### src/rtl/riscv_uart_pkg.sv
// Shared definitions for the RISC-V UART transmit path: serializer state
// encodings and default sizing.
package riscv_uart_pkg;

    typedef enum logic [1:0] {
        UART_IDLE  = 2'd0,
        UART_START = 2'd1,
        UART_DATA  = 2'd2,
        UART_STOP  = 2'd3
    } uart_state_t;

    localparam int UART_DEFAULT_CLKS_PER_BIT = 868;
    localparam int UART_DEFAULT_FIFO_DEPTH   = 16;

endpackage

### src/rtl/riscv_sync_fifo.sv
// Single-clock FIFO with extra-MSB pointers; read data is presented
// combinationally at the read pointer so a pop consumes it in the same cycle.
module riscv_sync_fifo #(
    parameter int WIDTH = 8,
    parameter int DEPTH = 16
) (
    input  logic                   clk,
    input  logic                   rst,
    input  logic                   push,
    input  logic [WIDTH-1:0]       push_data,
    input  logic                   pop,
    output logic [WIDTH-1:0]       pop_data,
    output logic                   full,
    output logic                   empty,
    output logic [$clog2(DEPTH):0] count
);

    localparam int AW = $clog2(DEPTH);

    logic [AW:0]      wr_ptr_q, wr_ptr_d;
    logic [AW:0]      rd_ptr_q, rd_ptr_d;
    logic [WIDTH-1:0] mem_q [DEPTH];
    logic             push_ok;
    logic             pop_ok;

    always_comb begin
        full     = (wr_ptr_q[AW] != rd_ptr_q[AW]) &&
                   (wr_ptr_q[AW-1:0] == rd_ptr_q[AW-1:0]);
        empty    = (wr_ptr_q == rd_ptr_q);
        count    = wr_ptr_q - rd_ptr_q;
        // A pop in this cycle never frees room for a push in the same cycle.
        push_ok  = push && !full;
        pop_ok   = pop && !empty;
        wr_ptr_d = wr_ptr_q + {{AW{1'b0}}, push_ok};
        rd_ptr_d = rd_ptr_q + {{AW{1'b0}}, pop_ok};
        pop_data = mem_q[rd_ptr_q[AW-1:0]];
    end

    always_ff @(posedge clk or posedge rst) begin
        if (rst) begin
            wr_ptr_q <= '0;
            rd_ptr_q <= '0;
        end else begin
            wr_ptr_q <= wr_ptr_d;
            rd_ptr_q <= rd_ptr_d;
        end
    end

    always_ff @(posedge clk) begin
        if (push_ok) begin
            mem_q[wr_ptr_q[AW-1:0]] <= push_data;
        end
    end

endmodule

### src/rtl/riscv_uart_tx.sv
// 8N1 UART transmitter fed by the core's byte stream through a small FIFO;
// the FIFO full flag is returned to the core as back-pressure.
module riscv_uart_tx
    import riscv_uart_pkg::*;
#(
    parameter int FIFO_DEPTH   = UART_DEFAULT_FIFO_DEPTH,
    parameter int CLKS_PER_BIT = UART_DEFAULT_CLKS_PER_BIT
) (
    input  logic                          i_riscv_uart_clk,
    input  logic                          i_riscv_uart_rst,
    input  logic [7:0]                    i_riscv_uart_tx_data,
    input  logic                          i_riscv_uart_tx_valid,
    output logic                          o_riscv_uart_fifo_full,
    output logic [$clog2(FIFO_DEPTH):0]   o_riscv_uart_fifo_count,
    output logic                          o_riscv_uart_busy,
    output logic                          o_riscv_uart_tx
);

    localparam int BW = $clog2(CLKS_PER_BIT);
    localparam logic [BW-1:0] BAUD_LAST = BW'(CLKS_PER_BIT - 1);

    uart_state_t state_q, state_d;
    logic [BW-1:0] baud_q, baud_d;
    logic [2:0]    bit_q, bit_d;
    logic [7:0]    shift_q, shift_d;
    logic          tx_q, tx_d;
    logic          busy_q, busy_d;
    logic          baud_last;

    logic          fifo_pop;
    logic [7:0]    fifo_rd_data;
    logic          fifo_empty;

    riscv_sync_fifo #(
        .WIDTH (8),
        .DEPTH (FIFO_DEPTH)
    ) u_fifo (
        .clk       (i_riscv_uart_clk),
        .rst       (i_riscv_uart_rst),
        .push      (i_riscv_uart_tx_valid),
        .push_data (i_riscv_uart_tx_data),
        .pop       (fifo_pop),
        .pop_data  (fifo_rd_data),
        .full      (o_riscv_uart_fifo_full),
        .empty     (fifo_empty),
        .count     (o_riscv_uart_fifo_count)
    );

    always_comb begin
        state_d   = state_q;
        baud_d    = baud_q;
        bit_d     = bit_q;
        shift_d   = shift_q;
        tx_d      = tx_q;
        busy_d    = busy_q;
        fifo_pop  = 1'b0;
        baud_last = (baud_q == BAUD_LAST);

        case (state_q)
            UART_IDLE: begin
                tx_d   = 1'b1;
                busy_d = 1'b0;
                if (!fifo_empty) begin
                    fifo_pop = 1'b1;
                    shift_d  = fifo_rd_data;
                    bit_d    = 3'd0;
                    baud_d   = '0;
                    state_d  = UART_START;
                    tx_d     = 1'b0;
                    busy_d   = 1'b1;
                end
            end
            UART_START: begin
                if (baud_last) begin
                    baud_d  = '0;
                    state_d = UART_DATA;
                    tx_d    = shift_q[0];
                end else begin
                    baud_d = baud_q + BW'(1);
                end
            end
            UART_DATA: begin
                if (baud_last) begin
                    baud_d = '0;
                    if (bit_q == 3'd7) begin
                        state_d = UART_STOP;
                        tx_d    = 1'b1;
                    end else begin
                        // The line is registered, so present the next bit now.
                        shift_d = {1'b0, shift_q[7:1]};
                        bit_d   = bit_q + 3'd1;
                        tx_d    = shift_q[1];
                    end
                end else begin
                    baud_d = baud_q + BW'(1);
                end
            end
            UART_STOP: begin
                if (baud_last) begin
                    baud_d = '0;
                    if (!fifo_empty) begin
                        fifo_pop = 1'b1;
                        shift_d  = fifo_rd_data;
                        bit_d    = 3'd0;
                        state_d  = UART_START;
                        tx_d     = 1'b0;
                    end else begin
                        state_d = UART_IDLE;
                        busy_d  = 1'b0;
                    end
                end else begin
                    baud_d = baud_q + BW'(1);
                end
            end
            default: begin
                state_d = UART_IDLE;
                tx_d    = 1'b1;
                busy_d  = 1'b0;
            end
        endcase
    end

    always_ff @(posedge i_riscv_uart_clk or posedge i_riscv_uart_rst) begin
        if (i_riscv_uart_rst) begin
            state_q <= UART_IDLE;
            baud_q  <= '0;
            bit_q   <= 3'd0;
            shift_q <= 8'd0;
            tx_q    <= 1'b1;
            busy_q  <= 1'b0;
        end else begin
            state_q <= state_d;
            baud_q  <= baud_d;
            bit_q   <= bit_d;
            shift_q <= shift_d;
            tx_q    <= tx_d;
            busy_q  <= busy_d;
        end
    end

    assign o_riscv_uart_busy = busy_q;
    assign o_riscv_uart_tx   = tx_q;

endmodule
### config.mk
export PLATFORM = sky130hd
export DESIGN_NAME = riscv_uart_tx
export DESIGN_NICKNAME = d
export VERILOG_FILES = /design/src/rtl/riscv_uart_pkg.sv /design/src/rtl/riscv_sync_fifo.sv /design/src/rtl/riscv_uart_tx.sv
export SDC_FILE = /design/constraint.sdc
export NUM_CORES = 1
export LEC_CHECK = 0
export ABC_AREA = 1
export ABC_CLOCK_PERIOD_IN_PS = 2900
export BUFFER_PORTS_ARGS = -buffer_cell sky130_fd_sc_hd__buf_4
export CORE_MARGIN = 3
export CORE_UTILIZATION = 65
export CTS_BUF_LIST = sky130_fd_sc_hd__clkbuf_8
export DETAILED_ROUTE_END_ITERATION = 8
export GPL_TIMING_DRIVEN = 0
export PLACE_DENSITY = 0.82
export REMOVE_ABC_BUFFERS = 1
export SETUP_SLACK_MARGIN = 0.2
export SYNTH_ARGS = -nofsm -noshare
export SYNTH_HDL_FRONTEND = slang
export SYNTH_SLANG_ARGS = --single-unit
### constraint.sdc
create_clock -name i_riscv_uart_clk -period 2.9 [get_ports i_riscv_uart_clk]
set_input_delay 0.29 -clock i_riscv_uart_clk [delete_from_list [all_inputs] [get_ports i_riscv_uart_clk]]
set_output_delay 0.29 -clock i_riscv_uart_clk [all_outputs]
set_load 0.02 [all_outputs]
== Word-level counts from Yosys, hierarchy flattened ==
Memory sizes are Yosys's and may differ from the RTL's.
Index checks and enable logic that the tools add are counted.

* Bits in registers: 35
* Bits in writable memories: 128
* Input bits: 11
* Memories kept: 1

{| class="wikitable"
|+ Memory list
! memory !! depth !! bits a word !! rd ports !! clocked after memory_dff !! write ports !! RTL line !! text
|-
| u_fifo.mem_q || 16 || 8 || 1 || 0 || 1 || riscv_sync_fifo.sv:22 || <nowiki>logic [WIDTH-1:0] mem_q [DEPTH];</nowiki>
|}

* Add/sub/neg operators: 5
* Equality and inequality tests: 16
* Multiplexer cells: 35
* Reductions and logical operators: 13

{| class="wikitable"
|+ Operators with widths
! cell !! count
|-
| two-way mux 8 bit || 4
|-
| case mux 8 bit (3 select lines) || 1
|-
| two-way mux 10 bit || 2
|-
| case mux 10 bit (2 select lines) || 1
|-
| != test 2 bit (second input constant) || 8
|-
| two-way mux 1 bit || 13
|-
| two-way mux 3 bit || 4
|-
| adder 10 x 1 -> 10 bit (second input constant) || 1
|-
| adder 5 x 1 -> 5 bit || 2
|-
| equality test 10 bit (second input constant) || 1
|-
| two-way mux 2 bit || 5
|-
| case mux 3 bit (3 select lines) || 1
|-
| case mux 2 bit (4 select lines) || 1
|-
| AND reduction 4 bit || 2
|-
| equality test 5 bit || 1
|-
| AND reduction 5 bit || 1
|-
| subtractor 5 bit || 1
|-
| equality test 2 bit (second input constant) || 2
|-
| equality test 4 bit || 1
|-
| case mux 1 bit (2 select lines) || 2
|-
| case mux 1 bit (4 select lines) || 1
|-
| adder 3 x 1 -> 3 bit (second input constant) || 1
|-
| equality test 3 bit (second input constant) || 1
|-
| logical AND 1 bit || 3
|-
| 8 further kinds || 9
|}

== Logic depth before layout (Yosys ltp) ==
* Depth in word-level cells: 6
* Depth in mapped cells: 13
* Gate-level depth less buffers: 11

== Modules after synthesis ==
From an unflattened synthesis, not the netlist that was laid out.

* Cell total of the unflattened synthesis: 840
* Area, all modules: 7870.0 µm²

{| class="wikitable"
|+ Modules (own cells, without submodules)
! module !! times used !! cells each !! area an instance (µm²)
|-
| riscv_sync_fifo || 1 || 633 || 6321.1
|-
| riscv_uart_tx || 1 || 207 || 1549.0
|}

== Worst setup path before layout ==
No wires, ideal clock.

* Kind: reg2reg
* From: reg u_fifo.rd_ptr_q[1]
* To: reg u_fifo.wr_ptr_q[4]
* Arrival: 2493 ps
* Required time: 2821 ps
* Setup slack: 328 ps
* Cell stages (with the launch flop): 12
* Buffers on the path: 2
* Clock period less this slack: 2572 ps
* Cell sequence: dfrtp_1 -> inv_1 -> buf_2 -> buf_4 -> ha_1 -> nand2_1 -> nor3_1 -> nor2_1 -> ha_1 -> ha_1 -> nand3_1 -> xor2_1

* Cells in the longest elaborated chain, start to end: 5

{| class="wikitable"
|+ RTL lines
! item !! RTL line !! text
|-
| start, declared || riscv_sync_fifo.sv:21 || <nowiki>logic [AW:0] rd_ptr_q, rd_ptr_d;</nowiki>
|-
| start signal, assigned || riscv_sync_fifo.sv:45 || <nowiki>rd_ptr_q <= rd_ptr_d;</nowiki>
|-
| equality test 4 bit || riscv_sync_fifo.sv:28 || <nowiki>(wr_ptr_q[AW-1:0] == rd_ptr_q[AW-1:0]);</nowiki>
|-
| logical AND 1 bit || riscv_sync_fifo.sv:27 || <nowiki>full = (wr_ptr_q[AW] != rd_ptr_q[AW]) &&</nowiki>
|-
| via o_riscv_uart_fifo_full || riscv_uart_tx.sv:13 || <nowiki>output logic o_riscv_uart_fifo_full,</nowiki>
|-
| logical NOT 1 bit || riscv_sync_fifo.sv:32 || <nowiki>push_ok = push && !full;</nowiki>
|-
| logical AND 1 bit || riscv_sync_fifo.sv:32 ||
|-
| adder 5 x 1 -> 5 bit || riscv_sync_fifo.sv:34 || <nowiki>wr_ptr_d = wr_ptr_q + {{AW{1'b0}}, push_ok};</nowiki>
|-
| via u_fifo.wr_ptr_d[4] || riscv_sync_fifo.sv:20 || <nowiki>logic [AW:0] wr_ptr_q, wr_ptr_d;</nowiki>
|-
| end signal, assigned || riscv_sync_fifo.sv:44 || <nowiki>wr_ptr_q <= wr_ptr_d;</nowiki>
|-
| end, declared || riscv_sync_fifo.sv:20 ||
|}

The timed path passes the listed nets, and every way through them passes these cells.
A chain may end at the register's enable or synchronous reset.

== Worst setup path after layout ==
* From: reg u_fifo.rd_ptr_q[1]
* To: reg u_fifo.rd_ptr_q[4]

* Cells in the longest elaborated chain, start to end: 6
* Elaborated cells on any way between the ends: 7
* Classes of those cells: add/sub: 1; eq/ne: 1; mux: 3; reduce/logical: 2

{| class="wikitable"
|+ RTL lines
! item !! RTL line !! text
|-
| equality test 5 bit || riscv_sync_fifo.sv:29 || <nowiki>empty = (wr_ptr_q == rd_ptr_q);</nowiki>
|-
| two-way mux 1 bit || riscv_uart_tx.sv:63, riscv_uart_tx.sv:101 ||
|-
| two-way mux 1 bit || riscv_uart_tx.sv:99 || <nowiki>if (baud_last) begin</nowiki>
|-
| case mux 1 bit (2 select lines) || riscv_uart_tx.sv:59 || <nowiki>case (state_q)</nowiki>
|-
| logical AND 1 bit || riscv_sync_fifo.sv:33 || <nowiki>pop_ok = pop && !empty;</nowiki>
|-
| adder 5 x 1 -> 5 bit * || riscv_sync_fifo.sv:35 || <nowiki>rd_ptr_d = rd_ptr_q + {{AW{1'b0}}, pop_ok};</nowiki>
|-
| via u_fifo.rd_ptr_d[4] || riscv_sync_fifo.sv:21 ||
|}

The timed path passes the listed nets; every way through them passes the cells marked *.

==> out/summary.log <==
INFO  die            num_rows=38
INFO  logic_synthesis dominant_cell_by_count_in_the_synthesized_netlist=nand2_1
INFO  pwr            p_per_area=660nW/um^2
INFO  logic_synthesis register_area_share_after_synthesis=0.643
INFO  pwr            total_leakage_power=3.26nW
INFO  pwr            irDropWorstVdd=657uV
INFO  final_layout   layout-drive-gt1-share=0.143
INFO  logic_synthesis synth-edff-count=128
INFO  clock_tree     cts_made_buffers=17
INFO  worst_setup_path worst_path_largest_cell_delay=0.59ns
INFO  logic_synthesis netlist_area=7340squm
INFO  run_status     violations=hold timing
INFO  final_layout   num-fill-cells=719
INFO  flow_run       max_cap_violations=0
INFO  worst_setup_path path_buf_inv=1
INFO  die            die_x=112microns
INFO  detailed_routing post_drt_wl_per_cell=18.9microns
INFO  clock_tree     clkSlewWorstSetupHoldPaths=0.08ns
INFO  timing         unrepaired_setup_endpoints_after_global_routing=yes
INFO  detailed_routing drt-total-wl=16800microns
INFO  placement      buffers_on_ports=18
INFO  final_layout   total_nets_final=763
INFO  die            design.core.area=10900squm
INFO  logic_synthesis post-synth-top-area-cell=edfxtp_1
INFO  worst_setup_path worstReg2RegStart=u_fifo.rd_ptr_q[1]$_DFF_PP0_
INFO  timing         measured_slew_at_the_worst_slew_check_pin=1.04ns
INFO  detailed_routing dr_total_vias=5257
INFO  worst_setup_path number_of_cells_traversed_by_the_worst_register_to_register_path=11
INFO  placement      routabilityCongestion=0.841
INFO  run_status     status=complete, but fails checks
INFO  worst_setup_path required=3.28ns
INFO  final_layout   area_delta_synth_final=11.0%
INFO  timing         fin_crit_sh=0.903
INFO  worst_hold_path hp-class=in -> async
INFO  timing         final.hold.worst_slack=-0.0420ns
INFO  global_routing first_pass_grt_wire_length=26700microns
INFO  detailed_routing firstDrtPassIters=5
INFO  worst_setup_path regToRegEndpoint=u_fifo.rd_ptr_q[4]$_DFF_PP0_
INFO  die            die_y=112microns
INFO  global_routing grt_util_all_layers=0.278
INFO  worst_setup_path endpoint_kind=register
INFO  timing         hold_violations=34
INFO  timing         pins_over_their_slew_limit=0
INFO  worst_setup_path worst-path-max-fanout=12
INFO  global_routing first_global_vias=5313
INFO  worst_setup_path worstSetupStartpointType=register
INFO  worst_setup_path criticalPathCategory=reg -> reg
INFO  timing         period_needed=2.62ns
INFO  worst_setup_path timing.critical_path.slowest_stage_cell=dfrtp_4
INFO  logic_synthesis synthTopCellsByCount=179 x nand2_1, 128 x edfxtp_1, 95 x nor2_1, 73 x nand3_1, 57 x inv_1
INFO  detailed_routing vias_per_cell=5.93
INFO  logic_synthesis netlist-cell-type-count=33
INFO  global_routing globalRouteOverflowTotal=0
INFO  logic_synthesis post_synth_main_area_contributors=edfxtp_1 52%, dfrtp_1 12%, nand2_1 9.2%, nand3_1 5.0%, nor2_1 4.9%
INFO  clock_tree     worstSkewPairLatency=0.47ns
INFO  clock_tree     clock_tree.buffer_depth=2
INFO  clock_tree     cts.root.buffer_cell=clkbuf_8
INFO  logic_synthesis synth_flop_cell=edfxtp_1
INFO  timing         fmaxAchievable=382MHz
INFO  worst_setup_path critical_path_arrival=3.00ns
INFO  logic_synthesis synth.avg_cell_area=10.4squm
INFO  worst_setup_path setup.reg_to_reg.worst_slack=0.28ns
INFO  logic_synthesis ys_ff_latch=163
INFO  detailed_routing drtIter0Drc=600
INFO  worst_setup_path path_delay_family=simple AND/OR/NAND/NOR gates
INFO  detailed_routing route.antenna.remaining_nets=0
INFO  clock_tree     clock-sinks=163
INFO  clock_tree     cts-htree-levels=4
INFO  logic_synthesis cells_after_synthesis=709
INFO  timing         timing.slew.headroom=0.309
INFO  die            dieArea=12600squm
INFO  final_layout   diodes=0
INFO  global_routing grt_antenna_before_repair=0
INFO  global_routing grt_max_degree=65
INFO  placement      hpwl_detailed=9930microns
INFO  detailed_routing drc_errors=0
INFO  pwr            total_power=5.38mW
INFO  clock_tree     clock_tree_from_tritoncts=done
INFO  logic_synthesis synth-warning-count=0
INFO  logic_synthesis asyncSetResetFlopFracSynth=0.215
INFO  clock_tree     cts_hold_buffers=0
INFO  timing         timing.final.setup_violations=0
INFO  die            top_level_ports=19
INFO  die            initial_core_util=0.671
INFO  worst_setup_path worstPathCellList=clkinvlp_4, ha_1, nand2_1, nor2_1, nand2_1, nand3_1, nor2_1, ha_1, ha_1, nand2_1, xor2_1
INFO  logic_synthesis fraction_of_post_synthesis_cell_area_in_the_top_cell_type_by_area=0.524
INFO  timing         clock-skew-final=0.0167ns
INFO  timing         post_route_setup_tns=0ns
==> worst max-delay path by stage <==
stage                                  from                             to  slack [ns]  cells after the start
2_1_floorplan  u_fifo.rd_ptr_q[1]$_DFF_PP0_   u_fifo.wr_ptr_q[4]$_DFF_PP0_       -0.50                      9
3_3_place_gp   u_fifo.rd_ptr_q[1]$_DFF_PP0_  u_fifo.mem_q[11][4]$_DFFE_PP_       -1.65                      7
3_5_place_dp   u_fifo.rd_ptr_q[1]$_DFF_PP0_  u_fifo.mem_q[10][2]$_DFFE_PP_       -1.71                      7
4_1_cts        u_fifo.rd_ptr_q[0]$_DFF_PP0_     o_riscv_uart_fifo_count[4]        0.21                      5
5_1_grt        u_fifo.rd_ptr_q[1]$_DFF_PP0_   u_fifo.rd_ptr_q[4]$_DFF_PP0_        0.15                     11
6_report       u_fifo.rd_ptr_q[1]$_DFF_PP0_   u_fifo.rd_ptr_q[4]$_DFF_PP0_        0.28                     11
==> registers in the layout, indices dropped and copies added, names as in the netlist, 2 cells and up <==
signal	count
u_fifo.rd_ptr_q	5
shift_q	8
baud_q	10
u_fifo.mem_q	128
bit_q	3
state_q	2
u_fifo.wr_ptr_q	5
==> layout make-up <==
cell class                      instances  area [sq um]  share of cell area
Clock buffer                           19           262              0.0321
Clock inverter                         13           120              0.0147
Timing Repair inverter                  1          5.00            0.000614
Inverter                               63           241              0.0296
Timing Repair Buffer                   29           258              0.0316
Sequential cell                       163          4730               0.580
Multi-Input combinational cell        459          2360               0.289
Tap cell                              140           175              0.0215
==> through the flow <==
step | setup WS (ns) | utilization | hold WS, ns | std cells | instance area, sq um
after floorplan | -0.504 | - | 0.389 | 685 | 7170
after global placement | -1.65 | 0.684 | 0.454 | 843 | 7480
after detailed placement | -1.71 | 0.686 | 0.458 | 844 | 7500
after CTS | 0.214 | 0.740 | 0.129 | 881 | 8100
after global routing | 0.155 | 0.745 | 0.00867 | 887 | 8150
final | 0.282 | 0.745 | -0.0420 | 887 | 8150
==> logic make-up (layout without fill, tap and decap cells) <==
group / count (synthesis) / after routing / synth area share
AND/OR/NAND/NOR: 363 / 363 / 0.206
flip-flops: 163 / 163 / 0.643
AO/OA/AOI/OAI: 65 / 65 / 0.0483
XOR/XNOR: 13 / 13 / 0.0155
buffers and inverters: 87 / 125 / 0.0547
adder cells (fa/ha/maj): 18 / 18 / 0.0317
==> repair_timing <==
action | in CTS | in global routing
setup endpoints to repair | 168 | 137
gates resized for setup | 43 | 1
buffers inserted | 4 | 6
gates cloned | 1 | 0
pin swaps | 1 | 0
endpoints found under the hold margin | 0 | 0
==> cells in the final DEF (no fill, tap or decap), types with 3 or more instances in the layout <==
cell          n
xor2_1       11
nor2_4       16
nand3_2       6
ha_1         17
o21ai_0      42
inv_2         5
clkbuf_8     19
nand2_1     179
nand3_1      69
o22ai_1       5
inv_6         6
inv_1        57
dfrtp_1      31
nor2_1       78
o21ai_1       7
clkinvlp_4    3
a21oi_1       6
nor2_2        3
edfxtp_1    128
or2_2         7
buf_4        24
==> power breakdown <==
part | total (mW) | switching, mW | internal [mW]
Sequential | 2.84 | 0.0928 | 2.75
Clock | 1.60 | 0.861 | 0.737
Combinational | 0.939 | 0.652 | 0.287
Total | 5.38 | 1.61 | 3.77
==> routing by layer <==
layer / wire [microns] / GRT usage
met4: 484 / 0.115
met3: 1600 / 0.0615
met5: 0 / 0
met2: 8560 / 0.467
met1: 6150 / 0.352
Note: power is estimated with default switching activity, not from simulation.
